--- src/rtl/xpm_tdpram_stream_reader.sv ---
`default_nettype none
// ============================================================================
//  Module   : xpm_tdpram_stream_reader
//  Purpose  : Read-only master for one true-dual-port BRAM port. Turns a
//             (start address, word count) command into a valid/ready stream.
//             The fixed BRAM read latency is hidden behind a small
//             credit-limited output FIFO: full rate under continuous ready
//             and no data loss under backpressure.
//  Revision : 1.0 - initial release
// ----------------------------------------------------------------------------
//  Ports
//    clk, rst              : clock (also BRAM port clock), async active-high reset
//    cmd_valid_i/ready_o   : command handshake
//    cmd_addr_i, cmd_len_i : first word address, word count (0 allowed)
//    addr_o, din_o, en_o,
//    we_o, dout_i          : BRAM port (writes never issued)
//    m_tdata_o/tvalid_o/
//    tready_i/tlast_o      : output stream, tlast on final word of a command
//    done_o                : one-cycle pulse when a command completes
//    busy_o                : high from command accept until done
// ============================================================================
module xpm_tdpram_stream_reader #(
  parameter int ADDR_WIDTH   = 12,
  parameter int DATA_WIDTH   = 32,
  parameter int READ_LATENCY = 2,
  parameter int LEN_WIDTH    = ADDR_WIDTH + 1
) (
  input  logic                    clk,
  input  logic                    rst,
  input  logic                    cmd_valid_i,
  output logic                    cmd_ready_o,
  input  logic [ADDR_WIDTH-1:0]   cmd_addr_i,
  input  logic [LEN_WIDTH-1:0]    cmd_len_i,
  output logic [ADDR_WIDTH-1:0]   addr_o,
  output logic [DATA_WIDTH-1:0]   din_o,
  output logic                    en_o,
  output logic [DATA_WIDTH/8-1:0] we_o,
  input  logic [DATA_WIDTH-1:0]   dout_i,
  output logic [DATA_WIDTH-1:0]   m_tdata_o,
  output logic                    m_tvalid_o,
  input  logic                    m_tready_i,
  output logic                    m_tlast_o,
  output logic                    done_o,
  output logic                    busy_o
);

  // One extra slot beyond the read latency keeps the pipe full at one word
  // per cycle; the second extra slot absorbs the pop-to-credit delay.
  localparam int FIFO_DEPTH = READ_LATENCY + 2;
  localparam int CNT_W      = $clog2(FIFO_DEPTH + 1);
  localparam int PTR_W      = $clog2(FIFO_DEPTH);

  localparam logic [CNT_W:0]     c_DEPTH   = (CNT_W+1)'(FIFO_DEPTH);
  localparam logic [PTR_W-1:0]   c_PTR_MAX = PTR_W'(FIFO_DEPTH - 1);
  localparam logic [LEN_WIDTH-1:0] c_LEN_ONE = LEN_WIDTH'(1);

  typedef enum logic [1:0] {
    S_IDLE  = 2'd0,
    S_ISSUE = 2'd1,
    S_DRAIN = 2'd2
  } state_t;

  state_t                  state_q;
  logic                    cmd_ready_q;
  logic                    done_q;
  logic [ADDR_WIDTH-1:0]   addr_q;
  logic [LEN_WIDTH-1:0]    rem_q;

  logic [READ_LATENCY-1:0] pipe_vld_q;
  logic [READ_LATENCY-1:0] pipe_last_q;
  logic [CNT_W-1:0]        out_cnt_q, out_cnt_d;
  logic [CNT_W-1:0]        fifo_cnt_q, fifo_cnt_d;
  logic [PTR_W-1:0]        wr_ptr_q, rd_ptr_q;
  logic [DATA_WIDTH-1:0]   data_q [FIFO_DEPTH];
  logic                    last_q [FIFO_DEPTH];

  logic issue, issue_last, push, pop, credit_ok;

  function automatic logic [PTR_W-1:0] ptr_inc(input logic [PTR_W-1:0] p);
    return (p == c_PTR_MAX) ? '0 : p + PTR_W'(1);
  endfunction

  // Credit covers both reads in flight in the BRAM and words already queued,
  // so a returning word always finds a free FIFO slot.
  assign credit_ok  = ({1'b0, out_cnt_q} + {1'b0, fifo_cnt_q}) < c_DEPTH;
  assign issue      = (state_q == S_ISSUE) && credit_ok;
  assign issue_last = issue && (rem_q == c_LEN_ONE);
  assign push       = pipe_vld_q[READ_LATENCY-1];
  assign pop        = m_tvalid_o && m_tready_i;

  assign m_tvalid_o = (fifo_cnt_q != '0);
  assign m_tdata_o  = data_q[rd_ptr_q];
  assign m_tlast_o  = m_tvalid_o && last_q[rd_ptr_q];

  assign cmd_ready_o = cmd_ready_q;
  assign done_o      = done_q;
  assign busy_o      = (state_q != S_IDLE);
  assign en_o        = issue;
  assign addr_o      = addr_q;
  assign din_o       = '0;
  assign we_o        = '0;

  always_comb begin
    out_cnt_d  = out_cnt_q + CNT_W'(issue) - CNT_W'(push);
    fifo_cnt_d = fifo_cnt_q + CNT_W'(push) - CNT_W'(pop);
  end

  // Command FSM: state, address, remaining count and registered handshakes.
  always_ff @(posedge clk or posedge rst) begin
    if (rst) begin
      state_q     <= S_IDLE;
      cmd_ready_q <= 1'b0;
      done_q      <= 1'b0;
      addr_q      <= '0;
      rem_q       <= '0;
    end else begin
      done_q <= 1'b0;
      case (state_q)
        S_IDLE: begin
          cmd_ready_q <= 1'b1;
          if (cmd_valid_i && cmd_ready_q) begin
            addr_q <= cmd_addr_i;
            rem_q  <= cmd_len_i;
            if (cmd_len_i == '0) begin
              // Empty command completes without touching the BRAM.
              done_q <= 1'b1;
            end else begin
              state_q     <= S_ISSUE;
              cmd_ready_q <= 1'b0;
            end
          end
        end
        S_ISSUE: begin
          if (issue) begin
            addr_q <= addr_q + ADDR_WIDTH'(1);
            rem_q  <= rem_q - c_LEN_ONE;
            if (rem_q == c_LEN_ONE) begin
              state_q <= S_DRAIN;
            end
          end
        end
        S_DRAIN: begin
          if (pop && m_tlast_o) begin
            state_q     <= S_IDLE;
            done_q      <= 1'b1;
            cmd_ready_q <= 1'b1;
          end
        end
        default: begin
          state_q     <= S_IDLE;
          cmd_ready_q <= 1'b0;
        end
      endcase
    end
  end

  // Return path and output FIFO. Clearing the issue pipe on reset drops any
  // read still inside the BRAM, so nothing stale reaches the stream.
  always_ff @(posedge clk or posedge rst) begin
    if (rst) begin
      pipe_vld_q  <= '0;
      pipe_last_q <= '0;
      out_cnt_q   <= '0;
      fifo_cnt_q  <= '0;
      wr_ptr_q    <= '0;
      rd_ptr_q    <= '0;
      for (int i = 0; i < FIFO_DEPTH; i++) begin
        data_q[i] <= '0;
        last_q[i] <= 1'b0;
      end
    end else begin
      pipe_vld_q[0]  <= issue;
      pipe_last_q[0] <= issue_last;
      for (int i = 1; i < READ_LATENCY; i++) begin
        pipe_vld_q[i]  <= pipe_vld_q[i-1];
        pipe_last_q[i] <= pipe_last_q[i-1];
      end
      out_cnt_q  <= out_cnt_d;
      fifo_cnt_q <= fifo_cnt_d;
      if (push) begin
        data_q[wr_ptr_q] <= dout_i;
        last_q[wr_ptr_q] <= pipe_last_q[READ_LATENCY-1];
        wr_ptr_q         <= ptr_inc(wr_ptr_q);
      end
      if (pop) begin
        rd_ptr_q <= ptr_inc(rd_ptr_q);
      end
    end
  end

endmodule
`default_nettype wire

--- config.mk ---
export PLATFORM = sky130hd
export DESIGN_NAME = xpm_tdpram_stream_reader
export DESIGN_NICKNAME = d
export VERILOG_FILES = /design/src/rtl/xpm_tdpram_stream_reader.sv
export SDC_FILE = /design/constraint.sdc
export NUM_CORES = 1
export LEC_CHECK = 0
export CELL_PAD_IN_SITES_DETAIL_PLACEMENT = 1
export CELL_PAD_IN_SITES_GLOBAL_PLACEMENT = 1
export CORE_MARGIN = 2
export CORE_UTILIZATION = 44
export CTS_BUF_LIST = sky130_fd_sc_hd__clkbuf_8
export DETAILED_ROUTE_END_ITERATION = 6
export HOLD_SLACK_MARGIN = 0.02
export MAX_ROUTING_LAYER = met4
export PLACE_DENSITY = 0.81
export SYNTH_ARGS = -nofsm -noshare
export SYNTH_HDL_FRONTEND = slang
export SYNTH_SLANG_ARGS = --single-unit
--- constraint.sdc ---
create_clock -name clk -period 9.1 [get_ports clk]
set_input_delay 2.275 -clock clk [delete_from_list [all_inputs] [get_ports clk]]
set_output_delay 2.275 -clock clk [all_outputs]
set_load 0.05 [all_outputs]
==> results of run 1 <==
==> through the flow <==
stage	hold slack, ns	cells	total power [mW]
after CTS	0.371	978	2.35
final	0.366	978	2.32
after global placement	0.338	947	1.73
after global routing	0.375	978	2.42
after floorplan	0.331	671	1.50
after detailed placement	0.349	947	1.75
==> per-layer routing <==
metal  routed length [µm]  vias to the layer above
li1                     -                     2436
met4                  193                        0
met1                 8300                     2863
met3                  913                       20
met5                    0                        -
met2                10500                      136
==> final cells by class <==
cell class                 count  share of cell area (%)
timing repair buffer         113                    11.3
inverter                      19                   0.765
tap                          234                    2.93
multi-input combinational    406                    36.8
clock inverter                13                    1.88
sequential                   175                    43.9
clock buffer                  18                    2.48
==> worst max-delay path, stage by stage, from the launching register on <==
cell and delay, ns:
sky130_fd_sc_hd__dfrtp_1 0.43, sky130_fd_sc_hd__ha_1 0.30, sky130_fd_sc_hd__nor3_1 0.46, sky130_fd_sc_hd__nand2_1 0.38
sky130_fd_sc_hd__nor2_1 0.32, sky130_fd_sc_hd__clkdlybuf4s50_1 0.87
==> cells in the final DEF, fill, tap and decap left out, drive strengths merged, types with 3 or more instances in the layout <==
cell,netlist,final
clkbuf,18,18
mux4,33,33
bufinv,0,4
nand2,31,31
inv,19,23
o32ai,3,3
clkdlybuf4s50,0,110
mux2i,3,3
o21ai,19,19
nand3,14,14
nor3,9,9
buf,53,3
clkinv,0,3
o22ai,9,9
nor4,5,5
and3,4,4
mux2,134,134
a31oi,4,4
or4,3,3
conb,1,36
dfrtp,175,175
xnor2,6,6
ha,14,14
a21oi,23,23
and2,3,3
nand4,3,3
nor2,19,19
==> power by group <==
| group | switching [mW] | leakage [nW] | internal, mW |
|---|---|---|---|
| combinational | 0.492 | 1.89 | 0.337 |
| clock | 0.285 | 0.217 | 0.307 |
| sequential | 0.0767 | 2.10 | 0.818 |
==> worst max path at each step <==
stage	start	cells past startpoint	slack, ns	to
global route	fifo_cnt_q[2]	5	3.33	en_o
global placement	out_cnt_q[2]	5	4.24	en_o
finish	fifo_cnt_q[2]	5	3.62	en_o
CTS	out_cnt_q[1]	5	3.57	en_o
detailed placement	fifo_cnt_q[2]	5	4.12	en_o
floorplan	rst	1	2.08	addr_o[0]
==> flip-flops by register name, summed over array words and instances, names as in the netlist <==
name / count
addr_o: 12
cmd_ready_o: 1
wr_ptr_q: 2
rd_ptr_q: 2
data_q: 128
done_o: 1
rem_q: 13
out_cnt_q: 3
last_q: 4
pipe_vld_q: 2
state_q: 2
pipe_last_q: 2
fifo_cnt_q: 3
==> cell families (layout without fill, tap and decap cells) <==
group / count (synthesis) / count (layout) / synth area share [%]
XOR/XNOR: 6 / 6 / 0.627
flip-flops: 175 / 175 / 52.2
multiplexers: 170 / 170 / 27.2
adder cells (fa/ha/maj): 16 / 16 / 2.57
AND/OR/NAND/NOR: 100 / 100 / 5.83
buffers and inverters: 90 / 163 / 5.68
AO/OA/AOI/OAI: 78 / 78 / 5.82
other: 1 / 36 / 0.0447
==> flow_summary.json, run 1 <==
{
  "core-area_um2": 18700,
  "die_w_um": 142,
  "dpl-instance-area_um2": 9550,
  "hold_path_startpoint": "pipe_vld_q[0]",
  "cts.root.buffer_cell": "sky130_fd_sc_hd__clkbuf_8",
  "final_layout_size_suffix_gt1_share_pct": 28.4,
  "max-clock-path-buffers": 2,
  "n_antenna_cell": 0,
  "ir_worst_vdd_uv": 106,
  "worst-endpoint-arrival_ns": 3.20,
  "power-per-cell-area_nw_per_um2": 232,
  "number_of_warnings_printed_during_yosys_synthesis": 0,
  "post_synth_instance_area_um2": 8390,
  "ant_nets": 0,
  "worst_clock_skew_ns": 0.0126,
  "grt_pass1_vias": 6042,
  "yosys_register_bits": 175,
  "finalWorstPathRequiredPeriod_ns": 5.48,
  "max_cap_viols": 0,
  "detailedPlace.worstSlack_ns": 4.12,
  "fin_area_um2": 9980,
  "rsz0062_at_grt": "false",
  "multiInputGateArea_um2": 3670,
  "gate_count_of_the_mapped_netlist": 636,
  "cts_buffers": 17,
  "antenna_violations_before_repair": 0,
  "area_growth_pct": 19.0,
  "top_cell_type_s_share_of_synthesized_area_pct": 52.2,
  "setup-tns-final_ns": 0,
  "worst_hold_path.num_cells": 0,
  "post_drt_via_cell_ratio": 5.58,
  "grt.met2_usage_pct": 36.4,
  "globalRouteOverflowTotal": 0,
  "port_buffers": 110,
  "synth_cell_type_count": 50,
  "maxClockFrequency_ghz": 0.183,
  "tritoncts": "yes",
  "finalHoldViolations": 0,
  "number_of_sinks_handled_by_clock_tree_synthesis": 175,
  "total_leakage_power_nw": 4.21,
  "slew_headroom_pct": 23.1,
  "yosys-top-cells-area": "sky130_fd_sc_hd__dfrtp_1, sky130_fd_sc_hd__mux2_2, sky130_fd_sc_hd__mux4_2, sky130_fd_sc_hd__buf_4, sky130_fd_sc_hd__ha_1",
  "vias": 5455,
  "maxSlewViolCount": 0,
  "grt_usage_pct": 21.1,
  "grt_busiest_layer": "met2",
  "critPathKind": "flop to output port",
  "grt_use_met1_pct": 25.6,
  "share_of_the_core_filled_with_cells_pct": 53.4,
  "yosysSeqAreaShare_pct": 52.2,
  "critical_register_to_register_path_startpoint": "fifo_cnt_q[2]",
  "post-synth-top-area-cell": "sky130_fd_sc_hd__dfrtp_1",
  "synth.most_common_cell": "sky130_fd_sc_hd__dfrtp_1",
  "io_pins": 147,
  "required_ns": 6.83,
  "fin_ws_ns": 3.62,
  "cts_hold_buf": 0,
  "finalWirelength_um": 19900,
  "fill_cells": 1843,
  "finalCritPeriodShare_pct": 60.2,
  "dieHeight_um": 142,
  "worst-r2r-cell-count": 9,
  "clkLatencyLatePin_ns": 0.46,
  "worst-slew-pin-transition_ns": 1.15,
  "design.final.nets": 809,
  "met3_usage_pct": 4.58,
  "reg2reg_slack_ns": 6.16,
  "grt_pass1_wl_um": 31900,
  "dr.pass1.iters": 4,
  "worst_r2r_endpoint": "out_cnt_q[2]",
  "holdCritPathClass": "flop to flop",
  "detail_route.drc_violations": 0,
  "critPathCaptureType": "output port",
  "dominantRegCellSynth": "sky130_fd_sc_hd__dfrtp_1",
  "crit_path_start_kind": "flop",
  "largest_net_degree_at_the_start_of_global_routing": 99,
  "drt-initial-drc-count": 224,
  "seq_area_um2": 4380,
  "synth.top_cells.by_count": "sky130_fd_sc_hd__dfrtp_1, sky130_fd_sc_hd__mux2_2, sky130_fd_sc_hd__buf_4, sky130_fd_sc_hd__mux4_2, sky130_fd_sc_hd__nand2_1",
  "worst_setup_hold_path_clk_slew_ns": 0.09,
  "average_instance_area_after_synthesis_um2": 13.2,
  "async_reset_ff_share_pct": 100,
  "worst_case_hold_path_end_point": "pipe_vld_q[1]",
  "placementRows": 50,
  "final_setup_violation_count": 0,
  "place.detailed.hpwl_um": 13500,
  "htreeDepth": 4,
  "run_status": "finished, final reports clean",
  "synth-edff-count": 0,
  "die_area_um2": 20200,
  "cts_post_setup_buffers_inserted": 0,
  "post_cts_resize_count": 0,
  "drt-wirelength-per-cell_um": 20.3,
  "initial_core_util_pct": 44.8,
  "gp_routability_congestion": 0.870,
  "cp_max_fo": 11
}
(Power assumes the default switching activity.)
==> run 2, diff against run 1 <==
- clock period: 9.1 -> 5.5 ns (I/O delays scaled with it)
==> flow_summary.json, run 2 (same netlist as run 1, synthesis figures left out) <==
{
  "finalCritPeriodShare_pct": 81.8,
  "clkLatencyLatePin_ns": 0.49,
  "port_buffers": 110,
  "globalRouteOverflowTotal": 0,
  "place.detailed.hpwl_um": 13700,
  "required_ns": 4.12,
  "ant_nets": 0,
  "run_status": "finished, final reports clean",
  "dieHeight_um": 142,
  "placementRows": 50,
  "area_growth_pct": 19.1,
  "die_area_um2": 20200,
  "mostFrequentLayoutCells": "sky130_fd_sc_hd__dfrtp_1, sky130_fd_sc_hd__mux2_2, sky130_fd_sc_hd__clkdlybuf4s50_1",
  "max-clock-path-buffers": 2,
  "worst-endpoint-arrival_ns": 3.13,
  "post_drt_via_cell_ratio": 5.61,
  "setup-tns-final_ns": 0,
  "detail_route.drc_violations": 0,
  "grt_pass1_wl_um": 32900,
  "drt-wirelength-per-cell_um": 20.7,
  "grt_usage_pct": 21.7,
  "gp_routability_congestion": 0.857,
  "finalHoldViolations": 0,
  "final_layout_size_suffix_gt1_share_pct": 28.6,
  "crit_buf_inv": 1,
  "finalWorstPathRequiredPeriod_ns": 4.50,
  "cts_hold_buf": 0,
  "registers.top_by_ff_count": "data_q",
  "die_w_um": 142,
  "core-area_um2": 18700,
  "cp_max_fo": 11,
  "fill_cells": 1885,
  "htreeDepth": 4,
  "rsz0062_at_grt": "false",
  "holdCritPathClass": "flop to flop",
  "slew_headroom_pct": 34.3,
  "antenna_violations_before_repair": 0,
  "fin_worst_hold_slack_ns": 0.359,
  "total_leakage_power_nw": 4.20,
  "tritoncts": "yes",
  "leading_cell_type_in_the_layout_fill_and_taps_excluded": "sky130_fd_sc_hd__dfrtp_1",
  "cts.root.buffer_cell": "sky130_fd_sc_hd__clkbuf_8",
  "cp_cell_sequence": "ha_1 -> nor3_1 -> nand2_1 -> nor2_1 -> clkdlybuf4s50_1",
  "worst_clock_skew_ns": 0.0174,
  "dpl-instance-area_um2": 9570,
  "critPathKind": "flop to output port",
  "design.final.nets": 811,
  "largest_register_ffs": 128,
  "maxClockFrequency_ghz": 0.222,
  "cp_slowest_stage_delay_ns": 0.86,
  "ir_worst_vdd_uv": 150,
  "maxSlewViolCount": 0,
  "dr.pass1.iters": 4,
  "largest_net_degree_at_the_start_of_global_routing": 176,
  "final_setup_violation_count": 0,
  "drt-initial-drc-count": 342,
  "number_of_sinks_handled_by_clock_tree_synthesis": 175,
  "worst_setup_hold_path_clk_slew_ns": 0.09,
  "cp_slowest_cell": "sky130_fd_sc_hd__clkdlybuf4s50_1",
  "power-per-cell-area_nw_per_um2": 381,
  "grt_pass1_vias": 6228,
  "post_cts_resize_count": 0,
  "critPathCaptureType": "output port",
  "fin_area_um2": 9990,
  "max_cap_viols": 0,
  "cts_buffers": 17,
  "io_pins": 147,
  "n_antenna_cell": 0,
  "finalWirelength_um": 20300,
  "initial_core_util_pct": 44.8,
  "total_power_of_the_final_layout_mw": 3.81,
  "worst-slew-pin-transition_ns": 0.982,
  "crit_path_start_kind": "flop",
  "cts_post_setup_buffers_inserted": 0,
  "path_delay_family": "simple AND/OR/NAND/NOR gates",
  "vias": 5499
}
[run 2: final timing paths]
check	from	endpoint	slack, ns	cells past startpoint
setup / recovery	out_cnt_q[2]	en_o	1.0	5
hold / removal	pipe_last_q[0]	pipe_last_q[1]	0.36	0
hold reg to reg	pipe_last_q[0]	pipe_last_q[1]	0.36	0
max in group asynchronous	rst	rd_ptr_q[0]	3.27	3
setup reg to reg	out_cnt_q[2]	out_cnt_q[2]	2.62	9
min in group asynchronous	rst	addr_o[8]	1.47	3
[run 2: layout make-up]
| cell class | instances | area, µm² | area share (%) |
|---|---|---|---|
| Sequential cell | 175 | 4380 | 43.9 |
| Inverter | 19 | 75.1 | 0.752 |
| Clock buffer | 18 | 248 | 2.48 |
| Multi-Input combinational cell | 406 | 3670 | 36.8 |
| Timing Repair Buffer | 115 | 1150 | 11.5 |
| Clock inverter | 14 | 169 | 1.69 |
| Tap cell | 234 | 293 | 2.93 |
[run 2: routing by layer]
| metal | track usage, % | vias up | share of wire, % | routed length (µm) |
|---|---|---|---|---|
| li1 | - | 2450 | - | - |
| met1 | 24.6 | 2903 | 40 | 8110 |
| met2 | 38.8 | 118 | 54 | 11000 |
| met3 | 4.54 | 28 | 4.1 | 830 |
| met4 | 6.53 | 0 | 1.6 | 328 |
| met5 | - | - | 0 | 0 |
[run 2: worst register-to-register path, delay by kind of cell, from the launching register on]
family / cells / cell delay, ns
and+or+nand+nor: 3 / 1.09
DFF: 1 / 0.41
xor gates and xnor gates: 2 / 0.38
adders and majority gates: 3 / 0.86
buffers and inverters: 1 / 0.05
[run 2: power breakdown]
part           internal [mW]  total (mW)  switching, mW
clock                  0.432       0.944          0.512
combinational          0.561        1.41          0.852
sequential              1.35        1.45         0.0952
total                   2.35        3.81           1.46
[run 2: through the flow]
stage               util [%]  worst slack, ns  std cells
finish                  53.4             1.00        981
global route            53.4            0.768        981
floorplan                  -             1.89        671
CTS                     53.4            0.970        981
detailed placement      51.2             1.49        949
global placement        51.2             1.59        949
